--- src/rtl/cnt_irq_pkg.sv ---
// cnt_irq_pkg: register map, bit positions, FSM states and bus types for cnt_irq_ctrl
package cnt_irq_pkg;
  localparam logic [1:0] REG_CTRL   = 2'd0;
  localparam logic [1:0] REG_STATUS = 2'd1;
  localparam logic [1:0] REG_EVCNT  = 2'd2;
  localparam int CTRL_IE      = 0;
  localparam int CTRL_EDGE    = 1;
  localparam int CTRL_HOLDOFF = 16;
  localparam int ST_PEND  = 0;
  localparam int ST_OVF   = 1;
  localparam int ST_HOLD  = 2;
  localparam int ST_DEFER = 3;
  typedef enum logic [1:0] {IDLE, PEND, HOLD} irq_state_e;
  typedef struct packed {
    logic        req;
    logic        we;
    logic [3:0]  be;
    logic [31:0] addr;
    logic [31:0] wdata;
  } obi_req_t;
  typedef struct packed {
    logic        gnt;
    logic        rvalid;
    logic [31:0] rdata;
  } obi_resp_t;
  function automatic logic [31:0] be_merge(input logic [31:0] old, input logic [31:0] wdata, input logic [3:0] be);
    for (int b = 0; b < 4; b++) old[8*b +: 8] = be[b] ? wdata[8*b +: 8] : old[8*b +: 8];
    return old;
  endfunction
endpackage

--- src/rtl/cnt_irq_holdoff.sv ---
// cnt_irq_holdoff: loadable down-counter; expire_o is high on the cycle the count sits at 1
// Ports: clk_i, rst_i (sync, active-high), load_i/value_i load the count, expire_o flags the last counted cycle.
module cnt_irq_holdoff #(
  parameter int HW = 16
) (
  input  logic          clk_i,
  input  logic          rst_i,
  input  logic          load_i,
  input  logic [HW-1:0] value_i,
  output logic          expire_o
);
  logic [HW-1:0] r_cnt;
  always_ff @(posedge clk_i)
    if (rst_i) r_cnt <= '0;
    else if (load_i) r_cnt <= value_i;
    else if (r_cnt != '0) r_cnt <= r_cnt - 1'b1;
  assign expire_o = r_cnt == HW'(1);
endmodule

--- src/rtl/cnt_irq_ctrl.sv ---
// cnt_irq_ctrl: terminal-count interrupt controller with hold-off moderation, sticky overflow and event counter
// Ports: clk_i/rst_i (sync, active-high); tc_i event source; bus_* OBI slave (CTRL 0x0, STATUS 0x4, EVCNT 0x8);
// irq_o level interrupt = IE & pending.
module cnt_irq_ctrl
  import cnt_irq_pkg::*;
#(
  parameter int HW = 16,
  parameter int CW = 16
) (
  input  logic        clk_i,
  input  logic        rst_i,
  input  logic        tc_i,
  input  logic        bus_req_i,
  input  logic        bus_we_i,
  input  logic [3:0]  bus_be_i,
  input  logic [31:0] bus_addr_i,
  input  logic [31:0] bus_wdata_i,
  output logic        bus_gnt_o,
  output logic        bus_rvalid_o,
  output logic [31:0] bus_rdata_o,
  output logic        irq_o
);
  localparam logic [31:0] CTRL_MASK = 32'h3 | (32'((33'h1 << HW) - 33'h1) << CTRL_HOLDOFF);
  obi_req_t   w_req;
  obi_resp_t  w_resp;
  irq_state_e r_state, w_state_nxt;
  logic [31:0] r_ctrl, r_rdata, w_rdata;
  logic [CW-1:0] r_evcnt;
  logic r_tc_q, r_ovf, r_defer, r_rvalid;
  logic w_defer_nxt, w_ovf_set, w_load, w_expire;
  logic w_wr, w_evt, w_ack, w_ovf_clr, w_ev_clr, w_ctrl_wr;
  logic [1:0] w_sel;
  logic [HW-1:0] w_holdoff;
  logic w_unused;
  assign w_req     = '{req: bus_req_i, we: bus_we_i, be: bus_be_i, addr: bus_addr_i, wdata: bus_wdata_i};
  assign w_unused  = ^{w_req.addr[31:4], w_req.addr[1:0]};
  assign w_sel     = w_req.addr[3:2];
  assign w_wr      = w_req.req & w_req.we;
  assign w_ctrl_wr = w_wr & (w_sel == REG_CTRL);
  assign w_ack     = w_wr & (w_sel == REG_STATUS) & w_req.be[0] & w_req.wdata[ST_PEND];
  assign w_ovf_clr = w_wr & (w_sel == REG_STATUS) & w_req.be[0] & w_req.wdata[ST_OVF];
  assign w_ev_clr  = w_wr & (w_sel == REG_EVCNT) & (|w_req.be);
  assign w_evt     = r_ctrl[CTRL_EDGE] ? tc_i & ~r_tc_q : tc_i;
  assign w_holdoff = r_ctrl[CTRL_HOLDOFF +: HW];
  cnt_irq_holdoff #(.HW(HW)) u_holdoff (
    .clk_i    (clk_i),
    .rst_i    (rst_i),
    .load_i   (w_load),
    .value_i  (w_holdoff),
    .expire_o (w_expire)
  );
  always_comb begin
    w_state_nxt = r_state;
    w_defer_nxt = r_defer;
    w_ovf_set   = 1'b0;
    w_load      = 1'b0;
    case (r_state)
      IDLE: w_state_nxt = w_evt ? PEND : IDLE;
      PEND: begin
        if (w_ack && w_holdoff == '0) begin
          // an event coinciding with the ACK re-arms immediately instead of overflowing
          w_state_nxt = w_evt ? PEND : IDLE;
        end else if (w_ack) begin
          w_state_nxt = HOLD;
          w_load      = 1'b1;
          w_defer_nxt = w_evt;
        end else begin
          w_ovf_set = w_evt;
        end
      end
      HOLD: begin
        w_ovf_set   = w_evt & r_defer;
        w_defer_nxt = r_defer | w_evt;
        if (w_expire) begin
          w_state_nxt = (r_defer | w_evt) ? PEND : IDLE;
          w_defer_nxt = 1'b0;
        end
      end
      default: w_state_nxt = IDLE;
    endcase
  end
  always_comb begin
    w_rdata = '0;
    case (w_sel)
      REG_CTRL:   w_rdata = r_ctrl;
      REG_STATUS: w_rdata = {28'b0, r_defer, r_state == HOLD, r_ovf, r_state == PEND};
      REG_EVCNT:  w_rdata = 32'(r_evcnt);
      default:    w_rdata = '0;
    endcase
  end
  always_ff @(posedge clk_i)
    if (rst_i) begin
      r_state  <= IDLE;
      r_defer  <= 1'b0;
      r_ovf    <= 1'b0;
      r_tc_q   <= 1'b0;
      r_ctrl   <= '0;
      r_evcnt  <= '0;
      r_rvalid <= 1'b0;
      r_rdata  <= '0;
    end else begin
      r_state  <= w_state_nxt;
      r_defer  <= w_defer_nxt;
      // a new overflow wins over a same-cycle clear so it is never silently lost
      r_ovf    <= w_ovf_set | (r_ovf & ~w_ovf_clr);
      r_tc_q   <= tc_i;
      r_ctrl   <= w_ctrl_wr ? be_merge(r_ctrl, w_req.wdata, w_req.be) & CTRL_MASK : r_ctrl;
      r_evcnt  <= w_ev_clr ? CW'(w_evt) : (w_evt && !(&r_evcnt)) ? r_evcnt + 1'b1 : r_evcnt;
      r_rvalid <= w_req.req;
      r_rdata  <= (w_req.req && !w_req.we) ? w_rdata : '0;
    end
  assign w_resp       = '{gnt: w_req.req, rvalid: r_rvalid, rdata: r_rdata};
  assign bus_gnt_o    = w_resp.gnt;
  assign bus_rvalid_o = w_resp.rvalid;
  assign bus_rdata_o  = w_resp.rdata;
  assign irq_o        = r_ctrl[CTRL_IE] & (r_state == PEND);
endmodule

--- config.mk ---
export PLATFORM = sky130hd
export DESIGN_NAME = cnt_irq_ctrl
export DESIGN_NICKNAME = d
export VERILOG_FILES = /design/src/rtl/cnt_irq_pkg.sv /design/src/rtl/cnt_irq_holdoff.sv /design/src/rtl/cnt_irq_ctrl.sv
export SDC_FILE = /design/constraint.sdc
export NUM_CORES = 1
export LEC_CHECK = 0
export ABC_AREA = 0
export CORE_MARGIN = 5
export CORE_UTILIZATION = 30
export CTS_BUF_LIST = sky130_fd_sc_hd__clkbuf_8 sky130_fd_sc_hd__clkbuf_16
export DETAILED_ROUTE_END_ITERATION = 16
export GPL_ROUTABILITY_DRIVEN = 0
export PLACE_DENSITY = 0.59
export REMOVE_ABC_BUFFERS = 1
export SYNTH_ARGS = -nofsm -noshare
export SYNTH_HDL_FRONTEND = slang
export SYNTH_HIERARCHICAL = 1
export SYNTH_SLANG_ARGS = --single-unit
--- constraint.sdc ---
create_clock -name clk_i -period 6.6 [get_ports clk_i]
set_input_delay 1.32 -clock clk_i [delete_from_list [all_inputs] [get_ports clk_i]]
set_output_delay 1.32 -clock clk_i [all_outputs]
set_load 0.05 [all_outputs]
Word level (Yosys, flattened, before mapping)
Cells that the tools add are included.
- add/sub/neg operators: 2
- eq/ne operators: 9
- muxes and demuxes: 22
- bitwise gates (word level): 17
- reductions and logical operators: 21
- operators by type and width (kind ; count):
    case mux 32 bit (3 select lines) ; 1
    two-way mux 16 bit ; 2
    adder 16 x 1 -> 16 bit (second input constant) ; 1
    equality test 16 x 1 -> 1 bit (second input constant) ; 1
    zero test 16 bit ; 1
    AND reduction 16 bit ; 1
    nonzero test 16 bit ; 1
    subtractor 16 x 1 -> 16 bit (second input constant) ; 1
    two-way mux 1 bit ; 13
    AND 1 bit ; 12
    AND reduction 2 bit ; 4
    two-way mux 2 bit ; 3
    case mux 2 bit (3 select lines) ; 1
    nonzero test 2 bit ; 3
    equality test 2 x 1 -> 1 bit (second input constant) ; 2
    equality test 2 bit (second input constant) ; 2
    zero test 2 bit ; 2
    != test 2 bit (second input constant) ; 2
    case mux 1 bit (2 select lines) ; 2
    OR reduction 2 bit ; 2
    OR reduction 4 bit ; 1
    logical AND 1 bit ; 3
    != test 3 bit (second input constant) ; 1
    inverter 1 bit ; 3
    other kinds (4) ; 6
- flip-flop bits (word level): 88
- input bits: 73
- output and inout port bits: 35

Depth between registers and ports, before layout
- word-level depth: 8
- mapped depth: 9
- mapped depth without buffers: 9

Modules after synthesis
Netlist, hierarchy kept.
- by module, submodules not included (module ; times used ; cells each ; area an instance (µm²) ; sequential area each (µm²)):
    cnt_irq_ctrl ; 1 ; 322 ; 2905.3 ; 1441.4
    cnt_irq_holdoff ; 1 ; 115 ; 945.9 ; 320.3

Worst setup path before layout
No wires, ideal clock.
- path type: input to register
- start point: in bus_addr_i[2]
- end point: reg u_holdoff.r_cnt[2]
- arrival time: 2938 ps
- data required time: 6505 ps
- slack: 3567 ps
- stages on the path: 7
- path buffers: 2
- cell sequence: clkbuf_1 -> nand4b_1 -> or3_1 -> nor2_1 -> clkbuf_1 -> a21oi_1 -> a221oi_1
- cells in the longest elaborated chain, start to end: 8
- elaborated cells between the ends (all ways): 10
- RTL lines (what ; RTL line ; text):
    start, declared ; cnt_irq_ctrl.sv:16 ; input logic [31:0] bus_addr_i,
    equality test 2 x 1 -> 1 bit (*) ; cnt_irq_ctrl.sv:40 ; assign w_ack = w_wr & (w_sel == REG_STATUS) & w_req.be[0] & w_req.wdata[ST_PEND];
    AND 1 bit (*) (3 in a row) ; cnt_irq_ctrl.sv:40 ;
    two-way mux 1 bit / logical AND 1 bit (equally long branches) ; cnt_irq_ctrl.sv:63, cnt_irq_ctrl.sv:60 ;
    two-way mux 1 bit (*) ; cnt_irq_ctrl.sv:60 ; if (w_ack && w_holdoff == '0) begin
    two-way mux 1 bit (*) ; cnt_irq_ctrl.sv:57 ; case (r_state)
    named net w_load ; cnt_irq_ctrl.sv:30 ; logic w_defer_nxt, w_ovf_set, w_load, w_expire;
    two-way mux 16 bit / nonzero test 2 bit (equally long branches) ; -- ;
    end signal, assigned ; cnt_irq_holdoff.sv:15 ; else if (load_i) r_cnt <= value_i;
    end signal, assigned ; cnt_irq_holdoff.sv:16 ; else if (r_cnt != '0) r_cnt <= r_cnt - 1'b1;
    end, declared ; cnt_irq_holdoff.sv:12 ; logic [HW-1:0] r_cnt;
The timed path passes the listed nets; every way through them passes the cells marked *.
A chain may end at the register's enable or synchronous reset.

Final worst setup path
- start point: in bus_req_i
- end point: out bus_gnt_o
- RTL lines (what ; RTL line ; text):
    start, declared ; cnt_irq_ctrl.sv:13 ; input logic bus_req_i,
    end, declared ; cnt_irq_ctrl.sv:18 ; output logic bus_gnt_o,
No word-level cell between the ends.

==> results_dict.tcl <==
set metrics [dict create \
    cts_resized 0 \
    drv_cap 0 \
    rsz0062_at_grt "no" \
    vias_per_cell 5.064 \
    drc 0 \
    synth-edff-count 0 \
    pre_cts_ws_ps 2580 \
    ir_worst_vdd_v 0.0001419 \
    port-buffer-count 63 \
    grt.met3_usage_pct 2.287 \
    clock_tree.root_cell "clkbuf_16" \
    drive_gt1_share_pct 6.362 \
    syn_area_per_cell_um2 8.813 \
    arrival_ps 2730 \
    dpl.cell_count 659 \
    synthFlopType "dfxtp_1" \
    grt_pass1_wl_um 16020 \
    cpMaxStageDelayCell "clkdlybuf4s50_1" \
    cts_setup_buffers 0 \
    layout.cells.non_filler 675 \
    reg2reg_from "r_state[1]" \
    wirelength_um 9667 \
    area_delta_synth_final_pct 28.69 \
    drtPass1Iterations 4 \
    drtAntennaViolNets 0 \
    worstRegToRegCells 10 \
    leakage_nw 1.718 \
    antenna_cells 0 \
    synth_seq_cells 88 \
    timing.critical_path.to "bus_gnt_o" \
    crit_chain "clkdlybuf4s50_1 > clkdlybuf4s50_1" \
    seq_area_frac_synth_pct 45.74 \
    period_share_pct 61.31 \
    critical_path_required_ps 5280 \
    fin_nets 578 \
    synth_cell_types 61 \
    cts_buffer_depth 2 \
    clkSinkCount 88 \
    drt_first_iter_violations 305 \
    powerDensity_mw_per_mm2 318.5 \
    synth_top_area_share_pct 45.74 \
    finalClockSkew_ps 6.509 \
    critPathMostFrequentCell "clkdlybuf4s50_1" \
    yosysWarnings 6 \
    die-area_mm2 0.01520 \
    syn-cell-area_mm2 0.003851 \
    crit_path_start "bus_req_i" \
    start_kind "input port" \
    finalSetupViolations 0 \
    die_height_um 123.3 \
    cts_tree "yes" \
    track_usage_pct 13.24 \
    place_area_mm2 0.004666 \
    grt_antenna_before_repair 0 \
    synth.most_common_cell "dfxtp_1" \
    n_fill_cell 1277 \
    path_max_fanout 5 \
    first_global_vias 3257 \
    grtUsageMet2_pct 21.20 \
    start_util_pct 30.52 \
    fin_setup_tns_ps 0 \
    max_freq_ghz 0.2471 \
    hold_viol 0 \
    ff2ff_setup_slack_ps 4200 \
    io_pins 108 \
    synth.area.top_cells "dfxtp_1 46%, and2_1 4.7%, nand2_1 4.6%" \
    worst_slew_pin_slew_ps 898.2 \
    synthTopCellsByCount "88 x dfxtp_1, 47 x nand2_1, 35 x a21oi_1" \
    clk_pin_slew_ps 60 \
    busiest_layer "met2" \
    grt_max_degree 43 \
    timing.rr.end "u_holdoff/r_cnt[3]" \
    wl_per_cell_um 14.32 \
    yosys.area.top_type "dfxtp_1" \
    status "finished clean" \
    setup_slack_ps 2553 \
    crit_type "in2out" \
    use_met1_pct 17.24 \
    postSynthCellCount 437 \
    slew_violations 0 \
    crit_buf_inv 2 \
    finalWorstPathRequiredPeriod_ps 4047 \
    clkLatencyLatePin_ps 340 \
    cp.depth 2 \
    htree_levels 3 \
    design_area_mm2 0.004956 \
    cp_top_family "buffers and inverters" \
    end_kind "output pin" \
    die_w_um 123.3 \
    core-area_mm2 0.01262 \
    vias 3418 \
    cpPeakStageDelay_ps 840 \
    slew_headroom_pct 39.57 \
    whs_ps 483.5 \
    gr-total-overflow 0 \
    async_reset_ff_share_pct 0 \
    hp-class "reg2reg" \
    post-dp-hpwl_um 7060 \
    holdBufCountCts 0 \
    numCtsBuffers 9 \
    rows 41 \
]
## where the power goes
group          internal (W)  switching, W  total [W]
Combinational      0.000191      0.000248   0.000439
Clock              0.000290      0.000204   0.000495
Sequential         0.000582     0.0000635   0.000645
## layout make-up
class | count | area, um2 | area share, %
Multi-Input combinational cell | 312 | 1946 | 39.26
Sequential cell | 88 | 1762 | 35.55
Timing Repair Buffer | 69 | 675.6 | 13.63
Clock buffer | 9 | 225.2 | 4.544
Tap cell | 172 | 215.2 | 4.342
Inverter | 18 | 67.56 | 1.363
Clock inverter | 7 | 65.06 | 1.313
## registers in the layout (all words and copies together), names as in the netlist
signal	flops
bus_rdata_o	32
r_ctrl	18
r_evcnt	16
u_holdoff/r_cnt	16
r_state	2
bus_rvalid_o	1
r_defer	1
r_ovf	1
r_tc_q	1
## logic make-up after synthesis
family / Yosys count / share of synthesized area, %
simple gates: 203 / 29.56
compound gates: 91 / 15.60
flops: 88 / 45.74
buf+inv: 37 / 4.126
fa+ha+maj: 7 / 2.274
xor+xnor: 6 / 1.365
mux: 5 / 1.332
## routing by layer
metal / part of all wire [%] / vias up
li1: - / 1706
met1: 46 / 1631
met2: 48 / 67
met3: 4.0 / 14
met4: 2.3 / 0
met5: 0 / -
## worst min path at each step
stage,from,to,cells after the start
global placement,r_ctrl[0],r_ctrl[0],2
finish,r_ctrl[0],r_ctrl[0],2
global route,r_evcnt[5],bus_rdata_o[5],1
CTS,r_ctrl[0],r_ctrl[0],2
floorplan,r_ctrl[0],r_ctrl[0],2
detailed placement,r_ctrl[0],r_ctrl[0],2
## through the flow
| step | power (W) | utilization [%] |
|---|---|---|
| after floorplan | 0.0009712 | - |
| final | 0.001578 | 39.27 |
| after global placement | 0.001078 | 36.97 |
| after CTS | 0.001584 | 39.27 |
| after detailed placement | 0.001089 | 36.97 |
| after global routing | 0.001668 | 39.27 |
## cells in the final DEF, fill, tap and decap left out, drive strengths merged, types with 3 or more instances in the layout
master	count
a211oi	8
a21oi	35
a221oi	3
a41oi	3
and2	29
and3	3
and4b	3
buf	6
clkbuf	9
clkdlybuf4s50	63
clkinv	4
dfxtp	88
ha	7
inv	20
mux2i	4
nand2	48
nand2b	3
nand3	26
nand4	11
nor2	24
nor2b	7
nor3	10
nor4	11
o21ai	13
o31ai	7
or3	6
or4	11
xnor2	4
No activity file was read; power rests on OpenSTA's default activity.
